<file path="src/rtl/instruction_fetch_pkg.sv">
// Shared DLX fetch-stage constants and FSM state encoding.
package instruction_fetch_pkg;

  localparam int unsigned DLX_DATA_WIDTH   = 32;
  localparam int unsigned DLX_ADDR_WIDTH   = 32;
  localparam int unsigned DLX_PC_INCREMENT = 4;
  localparam logic [DLX_DATA_WIDTH-1:0] DLX_NOP = 32'h0000_0000;

  // 2-bit fetch FSM encoding
  typedef enum logic [1:0] {
    ST_IDLE  = 2'd0,
    ST_FETCH = 2'd1,
    ST_SKID  = 2'd2,
    ST_DRAIN = 2'd3
  } if_state_t;

endpackage

</file>
<file path="src/rtl/instruction_fetch_skid.sv">
// One-entry skid buffer holding {instr, pc+4} while decode is stalled.
module instruction_fetch_skid #(
  parameter int unsigned W = 64
) (
  input  logic         clk,
  input  logic         rst,
  input  logic         i_load,
  input  logic         i_unload,
  input  logic         i_clear,
  input  logic [W-1:0] i_data,
  output logic [W-1:0] o_data,
  output logic         o_full
);

  logic [W-1:0] r_data;
  logic         r_full;

  // Capture/release the single entry; clear wins over load, load over unload
  always_ff @(posedge clk or posedge rst) begin
    if (rst) begin
      r_data <= '0;
      r_full <= 1'b0;
    end else if (i_clear) begin
      r_full <= 1'b0;
    end else if (i_load) begin
      r_data <= i_data;
      r_full <= 1'b1;
    end else if (i_unload) begin
      r_full <= 1'b0;
    end
  end

  assign o_data = r_data;
  assign o_full = r_full;

endmodule

</file>
<file path="src/rtl/instruction_fetch.sv">
// DLX IF stage: PC register, fetch FSM, IF/ID register and redirect-target latch.
module instruction_fetch
  import instruction_fetch_pkg::*;
#(
  parameter int unsigned DATA_WIDTH   = DLX_DATA_WIDTH,
  parameter int unsigned ADDR_WIDTH   = DLX_ADDR_WIDTH,
  parameter logic [ADDR_WIDTH-1:0] RESET_PC = '0,
  parameter int unsigned PC_INCREMENT = DLX_PC_INCREMENT
) (
  input  logic                  clk,
  input  logic                  rst,
  input  logic                  stall_in,
  input  logic                  flush_in,
  input  logic [ADDR_WIDTH-1:0] branch_target_in,
  output logic                  imem_req_out,
  output logic [ADDR_WIDTH-1:0] imem_addr_out,
  input  logic                  imem_ready_in,
  input  logic [DATA_WIDTH-1:0] imem_data_in,
  output logic [DATA_WIDTH-1:0] instruction_out,
  output logic [ADDR_WIDTH-1:0] pc_plus4_out,
  output logic                  valid_out
);

  localparam int unsigned SKID_W = DATA_WIDTH + ADDR_WIDTH;

  if_state_t             r_state;
  logic [ADDR_WIDTH-1:0] r_pc;
  logic [ADDR_WIDTH-1:0] r_target;
  logic                  r_req;
  logic [DATA_WIDTH-1:0] r_instr;
  logic [ADDR_WIDTH-1:0] r_pc4;
  logic                  r_valid;

  logic [ADDR_WIDTH-1:0] w_pc_next;
  logic                  w_skid_load;
  logic                  w_skid_unload;
  logic                  w_skid_clear;
  logic                  w_skid_full;
  logic [SKID_W-1:0]     w_skid_data;

  // Sequential address; wraps modulo 2^ADDR_WIDTH
  assign w_pc_next = r_pc + ADDR_WIDTH'(PC_INCREMENT);

  // Skid control decoded from the current state and this cycle's inputs
  assign w_skid_load   = (r_state == ST_FETCH) && imem_ready_in && stall_in && !flush_in;
  assign w_skid_unload = (r_state == ST_SKID) && !stall_in && !flush_in;
  assign w_skid_clear  = (r_state == ST_SKID) && flush_in;

  instruction_fetch_skid #(
    .W (SKID_W)
  ) u_skid (
    .clk      (clk),
    .rst      (rst),
    .i_load   (w_skid_load),
    .i_unload (w_skid_unload),
    .i_clear  (w_skid_clear),
    .i_data   ({imem_data_in, w_pc_next}),
    .o_data   (w_skid_data),
    .o_full   (w_skid_full)
  );

  // Fetch FSM with PC, IF/ID register and request all updated in one place
  always_ff @(posedge clk or posedge rst) begin
    if (rst) begin
      r_state  <= ST_IDLE;
      r_pc     <= RESET_PC;
      r_target <= RESET_PC;
      r_req    <= 1'b0;
      r_instr  <= DATA_WIDTH'(DLX_NOP);
      r_pc4    <= RESET_PC;
      r_valid  <= 1'b0;
    end else begin
      case (r_state)
        ST_IDLE: begin
          r_req   <= 1'b1;
          r_state <= ST_FETCH;
        end
        ST_FETCH: begin
          if (flush_in) begin
            r_valid <= 1'b0;
            if (imem_ready_in) begin
              r_pc <= branch_target_in;
            end else begin
              // outstanding request must complete first
              r_target <= branch_target_in;
              r_state  <= ST_DRAIN;
            end
          end else if (imem_ready_in) begin
            r_pc <= w_pc_next;
            if (stall_in) begin
              r_req   <= 1'b0;
              r_state <= ST_SKID;
            end else begin
              r_instr <= imem_data_in;
              r_pc4   <= w_pc_next;
              r_valid <= 1'b1;
            end
          end else if (!stall_in) begin
            // decode consumed the current word and nothing new arrived
            r_valid <= 1'b0;
          end
        end
        ST_SKID: begin
          if (flush_in) begin
            r_valid <= 1'b0;
            r_pc    <= branch_target_in;
            r_req   <= 1'b1;
            r_state <= ST_FETCH;
          end else if (!stall_in) begin
            r_instr <= w_skid_data[SKID_W-1:ADDR_WIDTH];
            r_pc4   <= w_skid_data[ADDR_WIDTH-1:0];
            r_valid <= w_skid_full;
            r_req   <= 1'b1;
            r_state <= ST_FETCH;
          end
        end
        ST_DRAIN: begin
          r_valid <= 1'b0;
          if (flush_in) begin
            r_target <= branch_target_in;
          end
          if (imem_ready_in) begin
            r_pc    <= flush_in ? branch_target_in : r_target;
            r_state <= ST_FETCH;
          end
        end
        default: begin
          r_state <= ST_IDLE;
          r_req   <= 1'b0;
        end
      endcase
    end
  end

  assign imem_req_out    = r_req;
  assign imem_addr_out   = r_pc;
  assign instruction_out = r_instr;
  assign pc_plus4_out    = r_pc4;
  assign valid_out       = r_valid;

endmodule
</file>
<file path="config.mk">
export PLATFORM = sky130hd
export DESIGN_NAME = instruction_fetch
export DESIGN_NICKNAME = d
export VERILOG_FILES = /design/src/rtl/instruction_fetch_pkg.sv /design/src/rtl/instruction_fetch_skid.sv /design/src/rtl/instruction_fetch.sv
export SDC_FILE = /design/constraint.sdc
export NUM_CORES = 1
export LEC_CHECK = 0
export CORE_UTILIZATION = 44
export CTS_BUF_LIST = sky130_fd_sc_hd__clkbuf_16
export DETAILED_ROUTE_END_ITERATION = 10
export PLACE_DENSITY = 0.78
export REMOVE_ABC_BUFFERS = 1
export SYNTH_ARGS = -nofsm -noshare
export SYNTH_HDL_FRONTEND = slang
export SYNTH_HIERARCHICAL = 1
export SYNTH_SLANG_ARGS = --single-unit
export TNS_END_PERCENT = 30
</file>
<file path="constraint.sdc">
create_clock -name clk -period 9.6 [get_ports clk]
set_clock_uncertainty 0.05 [all_clocks]
set_input_delay 1.44 -clock clk [delete_from_list [all_inputs] [get_ports clk]]
set_output_delay 1.44 -clock clk [all_outputs]
set_load 0.02 [all_outputs]
</file>
Yosys cells after proc, flatten, opt, wreduce, memory -nomap -nowiden
Cells that the tools add are included.
{"block": "op_classes", "n_reduce_logical": 21, "eq_ne": 18, "bitwise_logic": 1, "add_sub_neg": 1, "mux": 45}
{"cell": "$mux 32", "n": 18}
{"cell": "$pmux 32 s2", "n": 3}
{"cell": "$pmux 32 s3", "n": 1}
{"cell": "$add 32x3->32 const B", "n": 1}
{"cell": "$ne 2x2->1 const B", "n": 10}
{"cell": "$ne 3x3->1 const B", "n": 5}
{"cell": "$mux 2", "n": 7}
{"cell": "$mux 1", "n": 13}
{"cell": "$reduce_and 5->1", "n": 2}
{"cell": "$reduce_bool 3->1", "n": 3}
{"cell": "$pmux 2 s4", "n": 1}
{"cell": "$logic_and 1x1->1", "n": 6}
{"cell": "$pmux 1 s3", "n": 2}
{"cell": "$reduce_and 3->1", "n": 2}
{"cell": "$reduce_and 6->1", "n": 1}
{"cell": "$eq 2x2->1 const B", "n": 2}
{"cell": "$reduce_and 4->1", "n": 1}
{"cell": "$reduce_bool 2->1", "n": 2}
{"cell": "$eq 2x1->1 const B", "n": 1}
{"cell": "$logic_not 1->1", "n": 2}
{"cell": "$logic_not 2->1", "n": 1}
{"cell": "$reduce_and 2->1", "n": 1}
{"cell": "$not 1->1", "n": 1}
{"block": "word_totals", "output_inout_bits": 98, "ff_bits": 197, "word_cells": 95}

Logic depth before layout (Yosys ltp)
{"block": "depth", "depth_word": 6, "mapped_depth": 8, "mapped_depth_nobuf": 6}

By module
Netlist, hierarchy kept.
{"mod": "instruction_fetch", "seq_area_each_um2": 3303.2, "area_per_inst_um2": 7050.5, "cells_per_inst": 773, "n_inst": 1}
{"mod": "instruction_fetch_skid", "seq_area_each_um2": 1626.6, "area_per_inst_um2": 2745.1, "cells_per_inst": 141, "n_inst": 1}

Least setup slack after synthesis
No wires, ideal clock.
{"block": "synth_path", "kind": "input-to-reg", "from": "input port flush_in", "to": "register u_skid.r_data[0] (netlist: u_skid/o_data[0])", "slack_ps": 6464, "required_time_ps": 9425, "setup_ps": 125, "stages": 8, "arrival_time_ps": 2961, "cell_sequence": "clkbuf_1 -> clkbuf_1 -> nand2b_1 -> nor3_1 -> nor2b_4 -> buf_12 -> buf_12 -> mux2_4"}
{"block": "synth_between", "elab_chain_len": 3, "elab_cells_between_ends": 5, "classes_between": "1 x bitwise; 4 x reduce/logical"}
{"item": "start: declaration", "line_no": "instruction_fetch.sv:13", "source": "input logic flush_in,"}
{"item": "$logic_not 1->1", "line_no": "instruction_fetch.sv:45", "source": "assign w_skid_load = (r_state == ST_FETCH) && imem_ready_in && stall_in && !flush_in;"}
{"item": "$logic_and 1x1->1", "line_no": "instruction_fetch.sv:45"}
{"item": "named net w_skid_load", "line_no": "instruction_fetch.sv:35", "source": "logic w_skid_load;"}
{"item": "$reduce_and 2->1 (no source line)"}
{"item": "end signal: assignment", "line_no": "instruction_fetch_skid.sv:26", "source": "r_data <= i_data;"}
{"item": "end: declaration", "line_no": "instruction_fetch_skid.sv:15", "source": "logic [W-1:0] r_data;"}
The timed path passes the listed nets, and every way through them passes these cells.
A chain may end at the register's enable or synchronous reset.

Worst setup path in the final report
{"block": "layout_path", "from": "input port flush_in", "to": "register u_skid.r_data[23] (netlist: u_skid/o_data[23])"}
Same word-level chain as after synthesis.

==> metrics.cfg <==
[run_status]
status=finished, final reports clean

[cts]
cts_setup_buffers=0
insertion_delay_ns=0.43
clock-root-buffer=clkbuf_16
postCtsHoldBufs=0
clkTransAtPathRegs_ns=0.07
cts_buffers=17
clockBufferDepth=2
ctsResizeCount=0
clock_sinks=197
htree_levels=4
cts_tree=built

[worst_hold_path]
worstHoldEndpoint=pc_plus4_out[11]
whs_path_depth=2
hp-class=reg2reg
hp-start=pc_plus4_out[11]

[layout]
stdcell_area_um2=12110
multi_input_area_um2=4403
ff_latch_area_um2=4930
num_antenna_cells=0
area_delta_synth_final_pct=23.67
fin_nets=1112
final_common_cell=dfrtp_1
drive_gt1_share_pct=15.45
n_fill_cell=1866
final_util_pct=55.51
final_cell_mix=dfrtp_1, clkdlybuf4s50_1, nand2_1

[timing]
maxSlewViolCount=0
setup_ws_ns=5.807
min_period_ns=3.793
slew_headroom_pct=20.87
max_freq_ghz=0.2636
rsz0062_at_grt=no
fin_tns_setup_ns=0
finalHoldViolations=0
worst_pin_slew_ns=1.187
period_share_pct=39.51
setup_viol=0

[power]
peakVddDrop_v=0.0001257
powerDensity_nw_per_um2=238.2
power.total_mw=2.885
leakage_nw=5.200

[placed_design]
placed_area_um2=11510
dp_hpwl_um=16170
routabilityCongestion=0.8369
post-place-ws_ns=5.358
numPortBuffers=166

[critical_path]
r2r_end=pc_plus4_out[27]
critPathTopFamily=buffers and inverters
worstPathRequired_ns=9.87
r2r_cells=8
path_buf_inv=3
crit_type=in2reg
crit_chain=clkdlybuf4s50_1 -> buf_4 -> nand2b_1 -> nor3_1 -> nor2b_4 -> buf_4 -> mux2_2
reg2reg_setup_slack_ns=6.34
max_stage_delay_ns=0.84
critPathArrivalTime_ns=4.06
worst_setup_path_start_kind=primary input
reg2reg_from=r_state[1]
cpMostUsedCell=buf_4
slowest_stage=buf_4
crit_path_max_fanout=64
crit_path_end_kind=flop

[logic_synthesis]
netlist.area_leader.share_pct=50.33
synth_top_area_cell=dfrtp_1
synth_edf_count=0
yosysSeqAreaShare_pct=50.33
synth_area_um2=9796
yosysUniqueCellTypes=61
ys_async_sr_fraction_pct=100.0
yosysWarnings=6
synth_cells=914
ys_seq_elements=197
synthFlopType=dfrtp_1
synth_area_leaders=dfrtp_1, mux2_4, nand2_1
synth.avg_cell_area_um2=10.72

[route]
via_per_inst=5.524
vias=7374
drc=0
dr.pass1.iters=5
wire_per_inst_um=18.00
drt_iter0_drc=525
ant_nets=0
routed_wl_um=24030

[die]
initial_utilization_pct=44.89
die_area_um2=22860
pin_count=167
core_um2=21820
die_w_um=151.2
rows=54
die_y_um=151.2

[grt]
grt_pass1_vias=7207
antenna_found_initial=0
grt_max_degree=94
grt-ovfl-total=0
grt_pass1_wl_um=38650
grt_use_total_pct=21.78

[run]
drv_cap=0

-- state kept, by name, indices dropped and copies added (netlist names) --
| signal | count |
|---|---|
| imem_addr_out | 32 |
| valid_out | 1 |
| r_state | 2 |
| imem_req_out | 1 |
| pc_plus4_out | 32 |
| r_target | 32 |
| u_skid/o_full | 1 |
| u_skid/o_data | 64 |
| instruction_out | 32 |
-- layout make-up --
cell class	instances	share of cell area (%)
clock buffer	17	3.512
clock inverter	15	1.498
inverter	16	0.5371
multi-input combinational	631	36.35
sequential	197	40.69
tap	280	2.892
timing repair buffer	179	14.52
-- tightest hold or removal path: stages, from the launching register on --
cell	delay (ns)
dfrtp_1	0.35
nand2_1	0.05
o21ai_0	0.06
-- per-stage QoR --
stage | hold WS [ns] | instances
after floorplan | 0.4222 | 844
after global placement | 0.4116 | 1303
after detailed placement | 0.4220 | 1303
after CTS | 0.4385 | 1335
after global routing | 0.4656 | 1335
final | 0.4335 | 1335
-- where the power goes --
group | total (mW) | internal [mW] | switching (mW)
clock network | 0.741 | 0.396 | 0.344
logic | 0.906 | 0.482 | 0.424
registers | 1.24 | 1.06 | 0.175
-- routing by layer --
| metal | track usage, % | wire length [um] | vias to the layer above |
|---|---|---|---|
| li1 | - | - | 3492 |
| met1 | 29.68 | 11050 | 3646 |
| met2 | 34.59 | 11330 | 212 |
| met3 | 4.729 | 1252 | 24 |
| met4 | 6.550 | 401 | 0 |
| met5 | 0 | 0 | - |
-- worst max-delay path by stage --
stage / from / to / slack, ns / depth (start not counted)
after floorplan: r_state[1] / pc_plus4_out[10] / 1.33 / 5
after global placement: flush_in / u_skid/o_data[23] / 5.39 / 7
after detailed placement: flush_in / u_skid/o_data[23] / 5.36 / 7
after CTS: flush_in / u_skid/o_data[21] / 5.82 / 7
after global routing: flush_in / u_skid/o_data[21] / 5.67 / 7
final: flush_in / u_skid/o_data[23] / 5.81 / 7
-- logic make-up (layout without fill, tap and decap cells) --
kind of cell             Yosys count  after routing  synth area share (%)
XOR/XNOR                          26             26                 2.401
AND/OR/NAND/NOR                  305            305                 14.98
adder cells (fa/ha/maj)            1              1                0.1277
multiplexers                     102            102                 13.95
buffers and inverters             86            227                 4.879
AO/OA/AOI/OAI                    197            197                 13.34
flip-flops                       197            197                 50.33
-- cell usage after synthesis, types with 8 or more instances --
cell,number
buf_2,12
o21ai_0,46
nand3_1,15
nor2_1,66
mux2_2,36
a21oi_1,32
nor3_1,11
xor2_1,12
nand2_1,139
nand4_1,8
xnor2_1,13
o22ai_1,10
a221o_1,12
dfrtp_1,197
and3_1,23
clkbuf_1,38
a31oi_1,40
mux2_4,60
o2bb2ai_1,9
inv_1,16
Power figures use the tool's default switching activity.
